$ cat src/rtl/pc_gen.sv
`default_nettype none
// ============================================================================
// Module   : pc_gen
// Purpose  : Fetch PC generator with a single-slot pending redirect
//            (exception beats branch). Optional macro PC_ALIGN_CHECK_EN
//            enables the misaligned-PC flag (adel).
// Revision : 1.0  initial release
// ============================================================================
module pc_gen #(
  parameter int                WIDTH     = 32,
  parameter logic [WIDTH-1:0]  RESET_VEC = WIDTH'(32'hbfc00000),
  parameter int unsigned       INC       = 4
) (
  input  logic             clk,
  input  logic             rst,
  input  logic             stallF,
  input  logic             inst_ready,
  input  logic             br_valid,
  input  logic [WIDTH-1:0] br_target,
  input  logic             exc_valid,
  input  logic [WIDTH-1:0] exc_target,
  output logic [WIDTH-1:0] pc,
  output logic             ce,
  output logic             inst_req,
  output logic             pend,
  output logic             adel
);

  localparam logic [WIDTH-1:0] c_INC = WIDTH'(INC);

  typedef enum logic [0:0] {
    ST_RST = 1'b0,
    ST_RUN = 1'b1
  } state_t;

  state_t           r_state;
  state_t           w_state_nxt;
  logic             w_ce;
  logic             w_adel;
  logic             w_adv;
  logic [WIDTH-1:0] r_pc;
  logic [WIDTH-1:0] w_pc_nxt;
  logic             r_pend;
  logic             r_pend_exc;
  logic [WIDTH-1:0] r_pend_tgt;

  always_ff @(posedge clk) begin
    if (rst) r_state <= ST_RST;
    else     r_state <= w_state_nxt;
  end

  always_comb begin
    w_state_nxt = r_state;
    w_ce        = 1'b0;
    case (r_state)
      ST_RST: w_state_nxt = ST_RUN;
      ST_RUN: begin
        w_state_nxt = ST_RUN;
        w_ce        = 1'b1;
      end
      default: w_state_nxt = ST_RST;
    endcase
  end

`ifdef PC_ALIGN_CHECK_EN
  assign w_adel = w_ce & (r_pc[1:0] != 2'b00);
`else
  assign w_adel = 1'b0;
`endif

  // A misaligned PC withholds the fetch request, but an exception redirect
  // must still be able to move it, independent of inst_ready.
  assign w_adv = w_ce & ~stallF &
                 ((inst_req & inst_ready) |
                  (w_adel & (exc_valid | (r_pend & r_pend_exc))));

  always_comb begin
    w_pc_nxt = r_pc + c_INC;
    if (exc_valid)                 w_pc_nxt = exc_target;
    else if (r_pend && r_pend_exc) w_pc_nxt = r_pend_tgt;
    else if (br_valid)             w_pc_nxt = br_target;
    else if (r_pend)               w_pc_nxt = r_pend_tgt;
  end

  always_ff @(posedge clk) begin
    if (rst)        r_pc <= RESET_VEC;
    else if (w_adv) r_pc <= w_pc_nxt;
  end

  // A live branch never displaces a pending exception.
  always_ff @(posedge clk) begin
    if (rst || w_adv) begin
      r_pend     <= 1'b0;
      r_pend_exc <= 1'b0;
      r_pend_tgt <= '0;
    end else if (exc_valid) begin
      r_pend     <= 1'b1;
      r_pend_exc <= 1'b1;
      r_pend_tgt <= exc_target;
    end else if (br_valid && !(r_pend && r_pend_exc)) begin
      r_pend     <= 1'b1;
      r_pend_exc <= 1'b0;
      r_pend_tgt <= br_target;
    end
  end

  assign pc       = r_pc;
  assign ce       = w_ce;
  assign inst_req = w_ce & ~w_adel;
  assign pend     = r_pend;
  assign adel     = w_adel;

endmodule
`default_nettype wire

$ cat config.mk
export PLATFORM = sky130hd
export DESIGN_NAME = pc_gen
export DESIGN_NICKNAME = d
export VERILOG_FILES = /design/src/rtl/pc_gen.sv
export SDC_FILE = /design/constraint.sdc
export NUM_CORES = 1
export LEC_CHECK = 0
export BUFFER_PORTS_ARGS = -buffer_cell sky130_fd_sc_hd__buf_2
export CAP_MARGIN = 20
export CORE_MARGIN = 2
export CORE_UTILIZATION = 40
export DETAILED_ROUTE_END_ITERATION = 7
export GPL_ROUTABILITY_DRIVEN = 0
export PLACE_DENSITY = 0.67
export SYNTH_ARGS = -nofsm -noshare
export SYNTH_HDL_FRONTEND = slang
export SYNTH_SLANG_ARGS = --single-unit
$ cat constraint.sdc
create_clock -name clk -period 1.8 [get_ports clk]
set_input_delay 0 -clock clk [delete_from_list [all_inputs] [get_ports clk]]
set_output_delay 0 -clock clk [all_outputs]
set_load 0.01 [all_outputs]
==> results.tsv, run 1 <==
stage	metric	value	unit
drt	WL per Instance	16.76	microns
cells_and_area	fillcell total	995	
setup_path	maximum fanout along the worst path	6	
drt	number of routed nets with antenna violations	0	
place	hpwl dp	10.44	mm
setup_path	kind of critical path	flip-flop to flip-flop	
clock_network	maximum clock path buffer count	2	
drt	post-route DRC violation count	0	
setup_path	cells along the critical path	ha_4, nand4_4, nor4_4, nand3_1, mux2i_1, or3_1	
floorplan	core area	0.01023	sq mm
floorplan	initial core utilization	40.91	%
power	Clock power frac	37.0	%
setup_path	Crit-path slowest cell	nor4_4	
cells_and_area	post-layout util	56.19	%
synthesis	Seq/Total Area, Yosys	32.05	%
setup_path	CP startpoint kind	flip-flop	
power	Net Sw Frac	28.90	%
global_route	initial antenna violation count	0	
sta	period utilization	97.72	%
sta	fmax	568.5	MHz
sta	Setup violations, final	0	
global_route	first-pass GRT wire length	22.89	mm
flow_run	number of max-cap violations	0	
floorplan	Die Wd	106.3	microns
synthesis	top cell type's share of synthesized area	32.05	%
setup_path	start point of the critical path	pc[3]	
synthesis	Post-synth EDFFs	0	
setup_path	CP required	2.04	ns
cells_and_area	share of layout cells above drive strength 1	26.80	%
power	Power Dens Cells	689.3	mW/mm^2
global_route	gr usage total	25.58	%
drt	DRT iter0 DRCs	321	
setup_path	Reg2Reg Depth	6	
sta	Tmin final	1.759	ns
power	Int Pwr	2.818	mW
synthesis	cell taking the most area after synthesis	dfxtp_1	
sta	Hold Slack	0.004220	ns
synthesis	number of distinct library cells after synthesis	64	
setup_path	critical path endpoint	pc[22]	
drt	Via density	5.665	
synthesis	Net Count, Synth	630	
synthesis	prevailing post-synth register cell	dfxtp_1	
sta	Slew Viols, Final	0	
sta	RSZ-0062 raised after global routing	yes	
synthesis	largest cells by area after synthesis	dfxtp_1 (32%), nand2_1 (7.8%), a21oi_1 (6.6%)	
clock_network	Num CTS Buffers	9	
power	net switching power	1.145	mW
setup_path	crit path DAT	2.00	ns
setup_path	FF-to-FF Start	pc[3]	
clock_network	Sink Count	67	
synthesis	Synth Register Bits	67	
setup_path	reg-to-reg setup timing slack	0.04	ns
drt	via count	4872	
synthesis	Avg Cell Area, Syn	7.487	sq um
cells_and_area	antenna cells	0	
hold_path	Hold Crit Depth	4	
power	Static Leak	2.436	nW
power	peak supply drop	392.0	uV
floorplan	Boundary Pins	106	
setup_path	RR Endpoint	pc[22]	
sta	Final Hold Fails	0	
outcome	status	finished clean	
cells_and_area	Area Growth Syn to Fin	37.37	%
power	Gate power share	21.6	%
place	IO Port Bufs	104	
drt	Routed WL	14.41	mm
clock_network	latest clock arrival within the worst-skew pair	0.35	ns
drt	DR pass1 iterations	5	
hold_path	Tightest Hold Check Type	input pin to flip-flop	
power	share of power burned in registers	41.4	%
hold_path	Hold Path Origin	br_target[28]	
floorplan	die span in y	106.3	microns
synthesis	Ys Warns	0	
clock_network	CTS root buffer	clkbuf_8	
global_route	vias in the first global route	4673	
sta	setup TNS	0	ns
floorplan	die area	0.01130	sq mm
clock_network	Clock transition at path regs	0.08	ns
synthesis	FFs w/ async S/R, synth	0	%
synthesis	Post-Synthesis Cell Area	0.004185	sq mm
setup_path	endpoint class of the critical path	flip-flop	
global_route	Overflow after GRT	0	
setup_path	Worst path max stage delay	0.38	ns
floorplan	Site Rows	37	
synthesis	Syn Inst Count	559	
cells_and_area	Total Nets Final	790	
clock_network	H-tree levels	3	
sta	clock skew	0.008973	ns
clock_network	CTS tree	yes	
global_route	largest net degree at the start of global routing	43	
-- cells in the mapped netlist (6+ instances only) --
library cell	count
and2_1	7
xor2_1	8
a211oi_1	18
o221ai_1	6
o22ai_1	6
o21ai_1	6
nor2b_1	14
nand4_1	8
clkbuf_1	17
a21o_1	16
a21oi_1	55
a31oi_1	7
and4_1	6
and3_1	9
buf_2	21
nor2_1	42
inv_1	8
o21ai_0	15
o311ai_1	7
dfxtp_1	67
nor3_1	23
nand3_1	13
nand2_1	87
or3_1	10
xnor2_1	6
-- power groups by stage --
stage | combinational (mW) | clock (mW) | sequential, mW
after detailed placement | 0.783 | 0 | 1.67
after CTS | 0.845 | 1.49 | 1.64
after global routing | 0.934 | 1.55 | 1.65
after global placement | 0.767 | 0 | 1.67
final | 0.855 | 1.47 | 1.64
after floorplan | 0.441 | 0 | 1.68
-- metrics by stage --
step / instances / instance area, sq um / power [mW] / setup slack (ns)
floorplan: 559 / 4185 / 2.119 / 0.01956
global placement: 808 / 5125 / 2.433 / 0.08899
detailed placement: 808 / 5125 / 2.454 / 0.01456
CTS: 859 / 5703 / 3.968 / 0.02242
global route: 860 / 5749 / 4.133 / -0.02786
finish: 860 / 5749 / 3.963 / 0.04102
-- area by class of cell --
class                           instances  area [sq um]  area share, %
Multi-Input combinational cell        438          2634          45.81
Sequential cell                        67          1346          23.42
Timing Repair Buffer                  195          1341          23.33
Tap cell                              136         170.2          2.960
Clock buffer                           12         155.1          2.699
Clock inverter                          4         72.57          1.262
Inverter                                8         30.03         0.5223
-- state kept, by name (all words and copies together) (netlist names) --
name        cells
r_state         1
pc             32
r_pend_exc      1
pend            1
r_pend_tgt     32
-- cells by family (layout without fill, tap and decap cells) --
kind of cell / Yosys count / in the layout / synth area share, %
and+or+nand+nor: 239 / 239 / 28.76
AOI/OAI and AO/OA: 179 / 179 / 29.09
DFF: 67 / 67 / 32.05
buffers and inverters: 54 / 219 / 5.830
xor gates and xnor gates: 14 / 14 / 2.930
muxes: 4 / 4 / 0.9567
adders and majority gates: 1 / 1 / 0.2989
other: 1 / 1 / 0.08960
-- critical path, delay by kind of cell (launching register included) --
family	cells	cell delay, ns
muxes	1	0.13
DFF	1	0.36
adders and majority gates	1	0.16
and+or+nand+nor	4	1.01
-- how the worst min path moves through the flow --
stage                                 to  slack (ns)
after floorplan                   pc[22]        0.10
after global placement     r_pend_tgt[7]        0.25
after detailed placement   r_pend_tgt[6]        0.26
after CTS                          pc[6]       0.004
after global routing      r_pend_tgt[19]        0.03
final                     r_pend_tgt[28]       0.004
-- cells in the final DEF (no fill, tap or decap), types with 9 or more instances in the layout --
master           n
a211oi_1        18
a21o_1          16
a21oi_1         55
and3_1           9
buf_2          104
buf_4           52
clkbuf_8        11
dfxtp_1         63
dlygate4sd3_1   35
nand2_1         87
nand3_1         13
nor2_1          41
nor2b_1         14
nor3_1          22
o21ai_0         15
or3_1           10
-- layer usage --
metal / track usage (%) / share of wire (%) / wire length, microns / up-vias
li1: - / - / - / 2361
met1: 33.27 / 44 / 6399 / 2301
met2: 43.04 / 48 / 6855 / 189
met3: 3.127 / 5.8 / 837 / 21
met4: 10.15 / 2.2 / 320 / 0
met5: 0 / 0 / 0 / -
-- timing repair --
action	4_1_cts	5_1_grt
endpoints found under the setup margin	0	14
endpoints found under the hold margin	33	0
gates resized for setup	0	11
setup buffers	0	1
hold buffers	35	0
Power figures use the tool's default switching activity.
==> inputs of run 2 (changes only) <==
- CTS_BUF_LIST: not set -> sky130_fd_sc_hd__clkbuf_16
==> run 2 against run 1 <==
Global-route usage shrank 0.14 points. Sequential share of layout area up 0.24 points. Combinational power is 2% lower. Routed wire length about the same. Non-clock buffer count is 14 lower. Die area did not move. Clock power up 26%. Power increased by 9.3%. First-iteration DRC count rose by 12%. Largest power group is now the clock network.
==> results.tsv, run 2 (same netlist as run 1, synthesis figures left out) <==
stage	metric	value	unit
drt	via count	4841	
clock_network	CTS root buffer	clkbuf_16	
cells_and_area	post-layout util	55.62	%
sta	setup TNS	0	ns
drt	DR pass1 iterations	5	
floorplan	initial core utilization	40.91	%
sta	period utilization	98.26	%
cells_and_area	Area Growth Syn to Fin	35.96	%
sta	clock skew	0.005230	ns
drt	number of routed nets with antenna violations	0	
cells_and_area	Total Nets Final	776	
cells_and_area	post-route design area	0.005690	sq mm
drt	DRT iter0 DRCs	358	
drt	post-route DRC violation count	0	
clock_network	Num CTS Buffers	9	
floorplan	Boundary Pins	106	
cells_and_area	leading cell type in the layout, fill and taps excluded	buf_2	
global_route	initial antenna violation count	0	
sta	Slew Viols, Final	0	
global_route	gr usage total	25.44	%
power	Static Leak	2.417	nW
floorplan	Die Wd	106.3	microns
drt	Via density	5.722	
clock_network	CTS tree	yes	
place	hpwl dp	10.44	mm
sta	fmax	565.4	MHz
power	Tot Pwr	4.330	mW
floorplan	die span in y	106.3	microns
clock_network	latest clock arrival within the worst-skew pair	0.33	ns
drt	WL per Instance	17.03	microns
global_route	first-pass GRT wire length	22.80	mm
global_route	Overflow after GRT	0	
sta	Tmin final	1.769	ns
sta	Setup violations, final	0	
clock_network	Clock transition at path regs	0.06	ns
floorplan	core area	0.01023	sq mm
setup_path	CP startpoint kind	flip-flop	
drt	Routed WL	14.41	mm
flow_run	number of max-cap violations	0	
outcome	status	finished clean	
sta	Final Hold Fails	0	
clock_network	H-tree levels	3	
place	placed cell areas	0.005125	sq mm
setup_path	CP required	2.02	ns
power	Power Dens Cells	760.8	mW/mm^2
floorplan	Site Rows	37	
clock_network	maximum clock path buffer count	2	
cells_and_area	share of layout cells above drive strength 1	27.04	%
setup_path	crit path DAT	1.99	ns
cells_and_area	most frequent cells in the layout	buf_2 (104), nand2_1 (87), dfxtp_1 (63), a21oi_1 (55), buf_4 (52)	
sta	Hold Slack	0.003290	ns
sta	RSZ-0062 raised after global routing	yes	
cells_and_area	antenna cells	0	
hold_path	Tightest Hold Check Type	input pin to flip-flop	
global_route	vias in the first global route	4594	
clock_network	Sink Count	67	
setup_path	maximum fanout along the worst path	6	
setup_path	kind of critical path	flip-flop to flip-flop	
floorplan	die area	0.01130	sq mm
setup_path	endpoint class of the critical path	flip-flop	
place	IO Port Bufs	104	
global_route	largest net degree at the start of global routing	43	
power	peak supply drop	405.4	uV
==> run 2: changes by cell type in the layout (fill, tap and decap cells not counted), moves of 2 or more <==
| cell | previous run | this run |
|---|---|---|
| clkbuf_8 | 11 | 0 |
| clkinv_1 | 0 | 2 |
| clkbuf_16 | 0 | 9 |
| dlygate4sd3_1 | 35 | 21 |
==> run 2: path summary, 6_finish.rpt <==
check,start,endpoint,slack (ns),cells after the start
hold / removal,exc_target[20],r_pend_tgt[20],0.003,3
setup / recovery,pc[3],pc[22],0.03,6
hold reg to reg,pc[1],pc[1],0.45,2
setup reg to reg,pc[3],pc[22],0.03,6
==> run 2: layout make-up <==
| type | count | area (sq um) |
|---|---|---|
| clock buffer | 9 | 225.2 |
| clock inverter | 7 | 83.83 |
| fill | 998 | 4541 |
| inverter | 8 | 30.03 |
| multi-input combinational | 438 | 2634 |
| sequential | 67 | 1346 |
| tap | 136 | 170.2 |
| timing repair buffer | 181 | 1201 |
==> run 2: where the power goes <==
part | switching (mW) | leakage, nW | internal, mW
combinational | 0.460 | 1.71 | 0.375
clock | 0.655 | 0.152 | 1.19
sequential | 0.0731 | 0.552 | 1.57
==> run 2: layer usage <==
metal / wire (microns) / track usage [%] / vias up / share of wire, %
li1: - / - / 2337 / -
met1: 6259 / 33.42 / 2286 / 43
met2: 6923 / 42.72 / 197 / 48
met3: 965 / 3.004 / 21 / 6.7
met4: 259 / 9.586 / 0 / 1.8
met5: 0 / 0 / - / 0
==> run 2: repair_timing <==
action / 4_1_cts / 5_1_grt
gates resized for setup: 0 / 12
endpoints found under the hold margin: 25 / 0
setup endpoints to repair: 0 / 14
hold buffers: 21 / 0
buffers inserted: 0 / 1
==> run 2: metrics by stage <==
step / worst slack, ns / instances
final: 0.03137 / 846
after global placement: 0.08899 / 808
after floorplan: 0.01956 / 559
after detailed placement: 0.01456 / 808
after CTS: 0.01933 / 845
after global routing: -0.02773 / 846
==> run 2: worst max-delay path, stage by stage (launching register included) <==
cell and delay [ns]:
dfxtp_2 0.35, ha_4 0.16, nand4_4 0.18, nor4_4 0.39, nand3_1 0.15, mux2i_1 0.13, or3_1 0.30
==> inputs of run 3 (changes only) <==
- PLACE_DENSITY: 0.67 -> 0.65
- clock period: 1.8 -> 2.1 ns (I/O delays scaled with it)
==> run 3 against run 2 <==
Combinational power decreased by 20%. Critical path depth did not move. Maximum frequency is 9.3% lower. Non-clock buffer count decreased by 29. Core utilization is 3.1 points lower. Critical endpoint unchanged. Largest power group unchanged. Worst hold slack got worse by 0.0014 ns. Sequential power fell by 13%.
==> results.tsv, run 3 (same netlist as run 1, synthesis figures left out) <==
stage	metric	value	unit
outcome	status	finished clean	
cells_and_area	share of layout cells above drive strength 1	22.83	%
setup_path	FF-to-FF Start	pc[2]	
clock_network	Num CTS Buffers	9	
global_route	largest net degree at the start of global routing	39	
cells_and_area	most frequent cells in the layout	buf_2 (104), nand2_1 (87), dfxtp_1 (67), a21oi_1 (55), nor2_1 (42)	
floorplan	initial core utilization	40.91	%
place	IO Port Bufs	104	
hold_path	Hold Path Origin	br_target[20]	
clock_network	H-tree levels	3	
sta	Tmin final	1.951	ns
drt	Via density	5.898	
cells_and_area	Total Nets Final	747	
sta	Slew Viols, Final	0	
drt	post-route DRC violation count	0	
cells_and_area	antenna cells	0	
sta	Worst-Margin Slew	0.5812	ns
setup_path	Reg2Reg Depth	6	
global_route	Overflow after GRT	0	
setup_path	kind of critical path	flip-flop to flip-flop	
sta	period utilization	92.88	%
clock_network	Sink Count	67	
floorplan	die span in y	106.3	microns
sta	RSZ-0062 raised after global routing	no	
setup_path	reg-to-reg setup timing slack	0.15	ns
setup_path	endpoint class of the critical path	flip-flop	
clock_network	Clock transition at path regs	0.06	ns
power	Power Dens Cells	656.9	mW/mm^2
clock_network	CTS root buffer	clkbuf_16	
setup_path	RR Endpoint	pc[22]	
drt	DRT iter0 DRCs	273	
drt	number of routed nets with antenna violations	0	
floorplan	core area	0.01023	sq mm
global_route	vias in the first global route	4786	
cells_and_area	post-route design area	0.005376	sq mm
sta	worst setup slack after layout	0.1495	ns
sta	max_slew headroom	61.25	%
cells_and_area	Area Growth Syn to Fin	28.46	%
cells_and_area	leading cell type in the layout, fill and taps excluded	buf_2	
hold_path	Hold Crit Depth	3	
setup_path	cells along the critical path	ha_2, nand4_4, nor4_4, nand3_1, mux2i_1, or3_1	
setup_path	crit-path leading delay family	simple AND/OR/NAND/NOR gates	
sta	setup TNS	0	ns
power	Static Leak	2.262	nW
clock_network	CTS tree	yes	
drt	Routed WL	14.50	mm
drt	WL per Instance	17.79	microns
global_route	initial antenna violation count	0	
floorplan	Site Rows	37	
global_route	gr usage total	25.49	%
setup_path	crit path DAT	2.16	ns
drt	DR pass1 iterations	7	
floorplan	die area	0.01130	sq mm
sta	Final Hold Fails	0	
floorplan	Die Wd	106.3	microns
hold_path	Tightest Hold Check Type	input pin to flip-flop	
setup_path	Worst path max stage delay	0.43	ns
place	placed cell areas	0.004905	sq mm
sta	Setup violations, final	0	
setup_path	CP startpoint kind	flip-flop	
clock_network	post-CTS setup buffers	0	
sta	fmax	512.7	MHz
place	pre-CTS WS	0.1483	ns
floorplan	Boundary Pins	106	
power	peak supply drop	392.2	uV
drt	via count	4807	
clock_network	latest clock arrival within the worst-skew pair	0.33	ns
hold_path	Worst Hold Endpoint	r_pend_tgt[20]	
clock_network	maximum clock path buffer count	2	
setup_path	Crit-path slowest cell	dfxtp_1	
setup_path	maximum fanout along the worst path	6	
global_route	first-pass GRT wire length	23.10	mm
place	hpwl dp	10.27	mm
sta	Hold Slack	0.001912	ns
setup_path	Crit path buffers/inverters	0	
setup_path	CP required	2.31	ns
flow_run	number of max-cap violations	0	
sta	clock skew	0.005764	ns
-- run 3: cell count changes in the layout (fill, tap and decap cells not counted), moves of 2 or more --
| cell | before | now |
|---|---|---|
| buf_12 | 4 | 2 |
| nor3_2 | 2 | 0 |
| dfxtp_1 | 63 | 67 |
| buf_4 | 52 | 27 |
| dlygate4sd3_1 | 21 | 19 |
| dfxtp_2 | 4 | 0 |
-- run 3: power breakdown --
group	internal, mW	switching [mW]
Sequential	1.35	0.0740
Combinational	0.290	0.379
Clock	0.893	0.550
-- run 3: area by class of cell --
type,instances,area [sq um]
clock buffer,9,225.2
clock inverter,5,47.55
tap,136,170.2
inverter,8,30.03
fill,993,4855
multi-input combinational,438,2609
timing repair buffer,152,953.4
sequential,67,1341
-- run 3: worst register-to-register path, stage by stage (launching register included) --
cell     delay [ns]
dfxtp_1        0.43
ha_2           0.27
nand4_4        0.20
nor4_4         0.34
nand3_1        0.15
mux2i_1        0.15
or3_1          0.30
-- run 3: timing repair --
item,in CTS,in global routing
hold buffers,19,0
hold endpoints to repair,21,0
setup endpoints to repair,0,2
gates resized for setup,0,2
-- run 3: per-stage QoR --
step | power, mW | utilization (%) | cells
after floorplan | 1.816 | - | 559
after global placement | 2.060 | 47.94 | 782
after detailed placement | 2.077 | 47.94 | 782
after CTS | 3.530 | 52.46 | 815
after global routing | 3.658 | 52.55 | 815
final | 3.532 | 52.55 | 815
-- run 3: worst max-delay path by stage --
stage	from	end	slack (ns)	cells after the start
final	pc[2]	pc[22]	0.15	6
after detailed placement	pc[2]	pc[22]	0.15	6
after CTS	pc[2]	pc[22]	0.16	6
after global routing	pc[2]	pc[22]	0.03	6
after global placement	pc[2]	pc[22]	0.27	6
after floorplan	pc[2]	pc[12]	0.32	6
-- run 3: layer usage --
layer  up-vias  wire, microns  global-route usage, %  share of wire [%]
met2       217           6829                  43.32                 47
met4         0            381                  10.06                2.6
li1       2286              -                      -                  -
met1      2271           6279                  32.10                 43
met5         -              0                      0                  0
met3        33           1008                  4.292                7.0
